==> src/rtl/regfile_scoreboard.sv <==
// Architectural register file with write-to-read bypass and a per-register pending scoreboard.
// Register 0 and out-of-range addresses read as zero, are never busy, and ignore writes and claims.
module regfile_scoreboard #(
  parameter int WIDTH = 32,
  parameter int NREGS = 32,
  parameter int NREAD = 2,
  localparam int AW = $clog2(NREGS)
) (
  input  logic                   clk,
  input  logic                   rst,
  input  logic [NREAD*AW-1:0]    ra,
  output logic [NREAD*WIDTH-1:0] rd,
  output logic [NREAD-1:0]       rbusy,
  input  logic                   we,
  input  logic [AW-1:0]          wa,
  input  logic [WIDTH-1:0]       wd,
  input  logic                   claim,
  input  logic [AW-1:0]          ca,
  output logic [AW:0]            npend
);

  logic [WIDTH-1:0] mem_q [NREGS];
  logic [NREGS-1:0] pend_q, pend_d;
  logic [AW:0]      npend_q, npend_d;
  logic             wr_ok, cl_ok;

  function automatic logic addr_ok(input logic [AW-1:0] a);
    return (a != '0) && (32'(a) < 32'(NREGS));
  endfunction

  assign wr_ok = we && addr_ok(wa);
  assign cl_ok = claim && addr_ok(ca);

  // Claim is applied after the write clear so a same-cycle claim from the newer producer wins.
  always_comb begin
    pend_d = pend_q;
    if (wr_ok) pend_d[wa] = 1'b0;
    if (cl_ok) pend_d[ca] = 1'b1;
    npend_d = '0;
    for (int unsigned i = 0; i < NREGS; i++) begin
      npend_d = npend_d + (AW+1)'(pend_d[i]);
    end
  end

  always_ff @(posedge clk) begin
    if (rst) begin
      pend_q  <= '0;
      npend_q <= '0;
      for (int unsigned i = 0; i < NREGS; i++) begin
        mem_q[i] <= '0;
      end
    end else begin
      pend_q  <= pend_d;
      npend_q <= npend_d;
      if (wr_ok) mem_q[wa] <= wd;
    end
  end

  assign npend = npend_q;

  for (genvar g = 0; g < NREAD; g++) begin : g_rd
    logic [AW-1:0] a;
    logic          ok, byp;
    assign a   = ra[g*AW +: AW];
    assign ok  = addr_ok(a);
    assign byp = we && (wa == a);
    assign rd[g*WIDTH +: WIDTH] = !ok ? '0 : (byp ? wd : mem_q[a]);
    assign rbusy[g]             = ok && !byp && pend_q[a];
  end

endmodule
==> config.mk <==
export PLATFORM = sky130hd
export DESIGN_NAME = regfile_scoreboard
export DESIGN_NICKNAME = d
export VERILOG_FILES = /design/src/rtl/regfile_scoreboard.sv
export SDC_FILE = /design/constraint.sdc
export NUM_CORES = 2
export LEC_CHECK = 0
export ABC_CLOCK_PERIOD_IN_PS = 5700
export BUFFER_PORTS_ARGS = -buffer_cell sky130_fd_sc_hd__buf_4
export CELL_PAD_IN_SITES_DETAIL_PLACEMENT = 1
export CELL_PAD_IN_SITES_GLOBAL_PLACEMENT = 2
export CORE_ASPECT_RATIO = 1.75
export CORE_MARGIN = 5
export CORE_UTILIZATION = 42
export DETAILED_ROUTE_END_ITERATION = 6
export PLACE_DENSITY_LB_ADDON = 0.1
export SYNTH_ARGS = -nofsm -noshare
export SYNTH_HDL_FRONTEND = slang
export SYNTH_SLANG_ARGS = --single-unit
==> constraint.sdc <==
create_clock -name clk -period 5.7 [get_ports clk]
set_input_delay 0 -clock clk [delete_from_list [all_inputs] [get_ports clk]]
set_output_delay 0 -clock clk [all_outputs]
set_load 0.02 [all_outputs]
==> After elaboration in Yosys (flattened, before gate mapping) <==
Memories as Yosys holds them, arrays and structs flattened.
Cells that the tools add are included.
{ "word_totals": {"in_bits": 56, "ramBits": 1024, "out_inout_bits": 72, "regBits": 38, "n_memories": 1} }
{ "memory_table": {"columns": ["name", "depth", "word_bits", "rd", "rd_ports_with_merged_regs", "wr", "line", "text"], "rows": [
  ["mem_q", 32, 32, 2, 0, 32, "22", "logic [WIDTH-1:0] mem_q [NREGS];"]
]} }
{ "classes": {"n_bitwise": 3, "add_sub_neg": 31, "mux": 22, "n_eq_ne": 2, "n_reduce_logical": 17, "n_lt_le_gt_ge": 6} }
{ "op_table": {"columns": ["cell", "count"], "rows": [
  ["$mux 32", 7],
  ["$add 6x1->6", 26],
  ["$and 32x32->32", 1],
  ["$not 32->32", 1],
  ["$or 32x32->32", 1],
  ["$reduce_or 32->1", 1],
  ["$lt 5x6->1 const B", 4],
  ["$reduce_bool 5->1", 4],
  ["$bmux 1 s5", 2],
  ["$demux 1 s5", 2],
  ["$eq 5x5->1", 2],
  ["$ge 5x1->1 const B", 2],
  ["$logic_and 1x1->1", 10],
  ["$mux 1", 10],
  ["$add 5x1->6", 1],
  ["$add 4x1->5", 1],
  ["$mux 5", 1],
  ["$add 3x1->4", 1],
  ["$add 2x1->3", 1],
  ["$add 1x1->2", 1],
  ["$logic_not 1->1", 2]
]} }

==> Depth between registers and ports, before layout <==
{ "depth": {"ltp_word": 40, "ltp_mapped": 23} }

==> Least setup slack after synthesis <==
OpenSTA, ideal clock, no wires.
{ "synth_timing": {"path_type": "input -> register", "start": "input port wa[4]", "end": "register npend_q[4] (netlist: npend[4])", "setup_slack_ns": 0.332, "path_buffers": 2, "path_stages": 22, "setup_ns": 0.128, "arrival_time_ns": 5.240, "cell_sequence": "clkbuf_1 > clkbuf_1 > nor3b_1 > nand2_1 > a22oi_1 > fa_1 > fa_1 > inv_1 > fa_1 > inv_1 > fa_1 > fa_1 > inv_1 > fa_1 > ha_1 > inv_1 > fa_1 > inv_1 > a21o_1 > a21oi_1 > xor2_1 > nor2_1"} }
{ "synth_between": {"elab_chain_cells": 40} }
{ "synth_lines": {"columns": ["item", "line", "text"], "rows": [
  ["from (decl)", "15", "input logic [AW-1:0] wa,"],
  ["$lt 5x6->1 (implied by the code) or $ge 5x1->1 (tied branches)", "37", "if (wr_ok) pend_d[wa] = 1'b0;"],
  ["$logic_and 1x1->1 (implied by the code)", "37", null],
  ["$mux 1 (implied by the code)", "37", null],
  ["$demux 1 s5", "37", null],
  ["$not 32->32 (no source line)", null, null],
  ["$and 32x32->32 (no source line)", null, null],
  ["$mux 32 (*)", "37", null],
  ["$or 32x32->32 (no source line)", null, null],
  ["$mux 32 (*)", "38", "if (cl_ok) pend_d[ca] = 1'b1;"],
  ["$add 1x1->2", "41", "npend_d = npend_d + (AW+1)'(pend_d[i]);"],
  ["$add 2x1->3", "41", null],
  ["$add 3x1->4", "41", null],
  ["$add 4x1->5", "41", null],
  ["$add 5x1->6", "41", null],
  ["$add 6x1->6 (25 in series)", "41", null],
  ["$add 6x1->6 (*)", "41", null],
  ["to (signal assigned)", "54", "npend_q <= npend_d;"],
  ["to (decl)", "24", "logic [AW:0] npend_q, npend_d;"]
]} }
Mark *: on every way between the ends. The rest lies on a longest branch, timed or not.
A chain may end at the register's enable or synchronous reset.

==> Worst setup path in the final report <==
{ "layout_timing": {"start": "input port ca[4]", "end": "register npend_q[4] (netlist: npend[4])"} }
{ "layout_between": {"elab_chain_cells": 37} }
{ "layout_lines": {"columns": ["item", "line", "text"], "rows": [
  ["from (decl)", "18", "input logic [AW-1:0] ca,"],
  ["$lt 5x6->1 (implied by the code) or $ge 5x1->1 (tied branches)", "38", null],
  ["$logic_and 1x1->1 (implied by the code)", "38", null],
  ["$mux 1 (implied by the code)", "38", null],
  ["$demux 1 s5", "38", null],
  ["$or 32x32->32 (no source line)", null, null],
  ["$mux 32 (*)", "38", null],
  ["$add 1x1->2", "41", null],
  ["$add 2x1->3", "41", null],
  ["$add 3x1->4", "41", null],
  ["$add 4x1->5", "41", null],
  ["$add 5x1->6", "41", null],
  ["$add 6x1->6 (25 in series)", "41", null],
  ["$add 6x1->6 (*)", "41", null]
]} }
Marked as above.

==> impl_metrics.ini <==
[pwr]
combPwrFrac = 0.142
power.total_mw = 19.1
swShare = 0.269
seqPwrFrac = 0.483
cellPowerDensity_nw_per_um2 = 293
p_int_mw = 14.0
p_leak_nw = 23.1
ir_drop_v = 0.000266
clockPowerShare = 0.375
switching_power_mw = 5.13

[drt]
drt-wirelength-per-cell_um = 40.7
dr.pass1.iters = 7
drcViolationCount = 2
wl_mm = 250
viasPerCell = 6.63
final_antenna_net_count = 0
vias = 40700
drtIter0Drc = 4988

[layout]
layout_common_cells = edfxtp_1, and2_1, mux4_2, mux2i_1, buf_4
area_growth_pct = 11.8
finalNetCount = 4303
drive_above_1_share = 0.217
fillCellCount = 13800
layout_commonest_cell = edfxtp_1

[grt]
antenna_found_initial = 29
grt_start_max_net_pins = 103
grt_overflow = 0
grt_usage = 0.333
grt_pass1_vias = 42700
grt_pass1_wl_mm = 342

[sta]
tns_ns = 0
min_period_over_period = 0.962
tightest_slew_ns = 1.33
fmax_ghz = 0.182
finalCriticalPeriod_ns = 5.48
grt_setup_unrepaired = no
drv_slew = 0
finalHoldViolations = 0
relSlewSlack = 0.116
finClkSkew_ns = 0.0232
setup_viol = 0

[synthesis]
syn_area_per_cell_um2 = 13.9
synth-seq-cells = 1062
seq_area_frac_synth = 0.541
synth.distinct_cells = 70
synth-edff-count = 1024
synthFlopType = edfxtp_1
yosys_warnings = 0
syn_inst = 4182
synth_area_um2 = 58300
async_reset_ff_frac = 0

[critical_path]
critPathLaunchType = input port
cp.arrival_ns = 6.09
critPathRequiredTime_ns = 6.30
end_kind = flop
crit_type = input port to flop
worst-path-max-fanout = 8

[die]
fp.coreArea_um2 = 139000
io_pins = 128
fp.dieW_um = 292
die-area_um2 = 147000
start_util = 0.420
die_h_um = 503
placementRows = 181

[min_path]
hp-class = input port to flop

[place]
gp_congestion = 0.863
numPortBuffers = 127
dpl.hpwl_mm = 146

[cts]
cts_root_buffer = clkbuf_16
cts_made_buffers = 105
cts_tree = done
cts_num_sinks = 1062
cts_buffer_depth = 3
cts_setup_buffers = 0
clk_latency_ns = 0.75
htreeDepth = 3
clk_pin_slew_worst_paths_ns = 0.07

[flow_run]
drv_cap = 0

[run_status]
status = finished with violations
failed_checks = DRC
[what timing repair did]
action / CTS / global route
hold buffers: 57 / 0
gates resized for setup: 0 / 2
endpoints found under the hold margin: 1005 / 0
setup endpoints to repair: 0 / 1
[layout make-up]
type | instances | area (um2) | area share
tap | 1830 | 2290 | 0.0351
clock inverter | 63 | 622 | 0.00954
antenna | 10 | 25.0 | 0.000384
inverter | 33 | 124 | 0.00190
clock buffer | 133 | 2780 | 0.0427
multi-input combinational | 2674 | 25000 | 0.384
timing repair buffer | 340 | 2810 | 0.0432
sequential | 1062 | 31500 | 0.484
[stage by stage]
stage                     worst slack (ns)  cells  hold WS (ns)  instance area [um2]  utilization
after floorplan                      0.332   4213         0.184                58400            -
after global placement              0.0976   5882         0.427                61200        0.441
after detailed placement            0.0959   5882         0.420                61200        0.441
after CTS                            0.150   6135         0.294                65100        0.470
after global routing                0.0279   6137         0.367                65100        0.470
final                                0.219   6145         0.347                65200        0.470
[logic make-up (layout without fill, tap and decap cells)]
family                   after synthesis  count (layout)  share of synthesized area
other                                  1              42                  0.0000643
XOR/XNOR                              12              12                    0.00180
adder cells (fa/ha/maj)               31              31                    0.00975
multiplexers                         708             708                      0.202
AND/OR/NAND/NOR                     1350            1350                      0.137
buffers and inverters                477             569                     0.0394
AO/OA/AOI/OAI                        541             541                     0.0690
flip-flops                          1062            1062                      0.541
[Yosys cell counts, types with 51 or more instances]
cell / instances / share of area
and2_1: 969 / 0.10
nand2_1: 81 / 0.0052
mux2i_1: 312 / 0.054
o22ai_1: 54 / 0.0058
a21oi_1: 85 / 0.0073
mux4_2: 374 / 0.14
a22oi_1: 111 / 0.014
nor2_1: 96 / 0.0062
a22o_1: 51 / 0.0077
edfxtp_1: 1024 / 0.53
clkbuf_1: 301 / 0.019
buf_2: 56 / 0.0048
[metal layers]
metal / routed length, um / share of wire / GRT usage
met1: 90500 / 0.36 / 0.411
met2: 124000 / 0.50 / 0.572
met3: 20500 / 0.082 / 0.0500
met4: 15100 / 0.060 / 0.166
met5: 0 / 0 / 0
[power by group through the flow]
stage	Clock (mW)	Sequential [mW]	Combinational (mW)
after floorplan	0	9.28	1.57
after global placement	0	9.34	2.63
after detailed placement	0	9.38	2.65
after CTS	7.24	9.21	2.68
after global routing	7.54	9.26	2.78
final	7.16	9.21	2.70
[worst paths after layout]
check / start / end / cells after the start / slack (ns)
hold / removal: wd[31] / mem_q[19][31]$_SDFFCE_PN0P_ / 3 / 0.35
hold reg to reg: pend_q[0]$_SDFF_PP0_ / pend_q[0]$_SDFF_PP0_ / 2 / 0.53
setup reg to reg: pend_q[25]$_SDFF_PP0_ / npend[4]$_SDFF_PP0_ / 18 / 0.62
setup / recovery: ca[4] / npend[4]$_SDFF_PP0_ / 22 / 0.22
[critical path, cell delays in order]
cell,delay (ns)
dlygate4sd3_1,0.54
buf_4,0.16
nor3b_1,0.14
dlygate4sd3_1,0.62
a22oi_1,0.32
fa_1,0.49
fa_1,0.49
inv_1,0.07
fa_1,0.51
inv_1,0.08
fa_1,0.52
fa_1,0.50
inv_1,0.05
fa_1,0.48
ha_1,0.17
inv_1,0.07
fa_1,0.45
inv_1,0.07
a21o_1,0.10
a21oi_1,0.07
xor2_1,0.14
nor2_1,0.05
[registers in the layout, summed over array words and instances (netlist names)]
register and count:
pend_q 32, npend 6, mem_q 1024
Note: power is estimated with default switching activity, not from simulation.
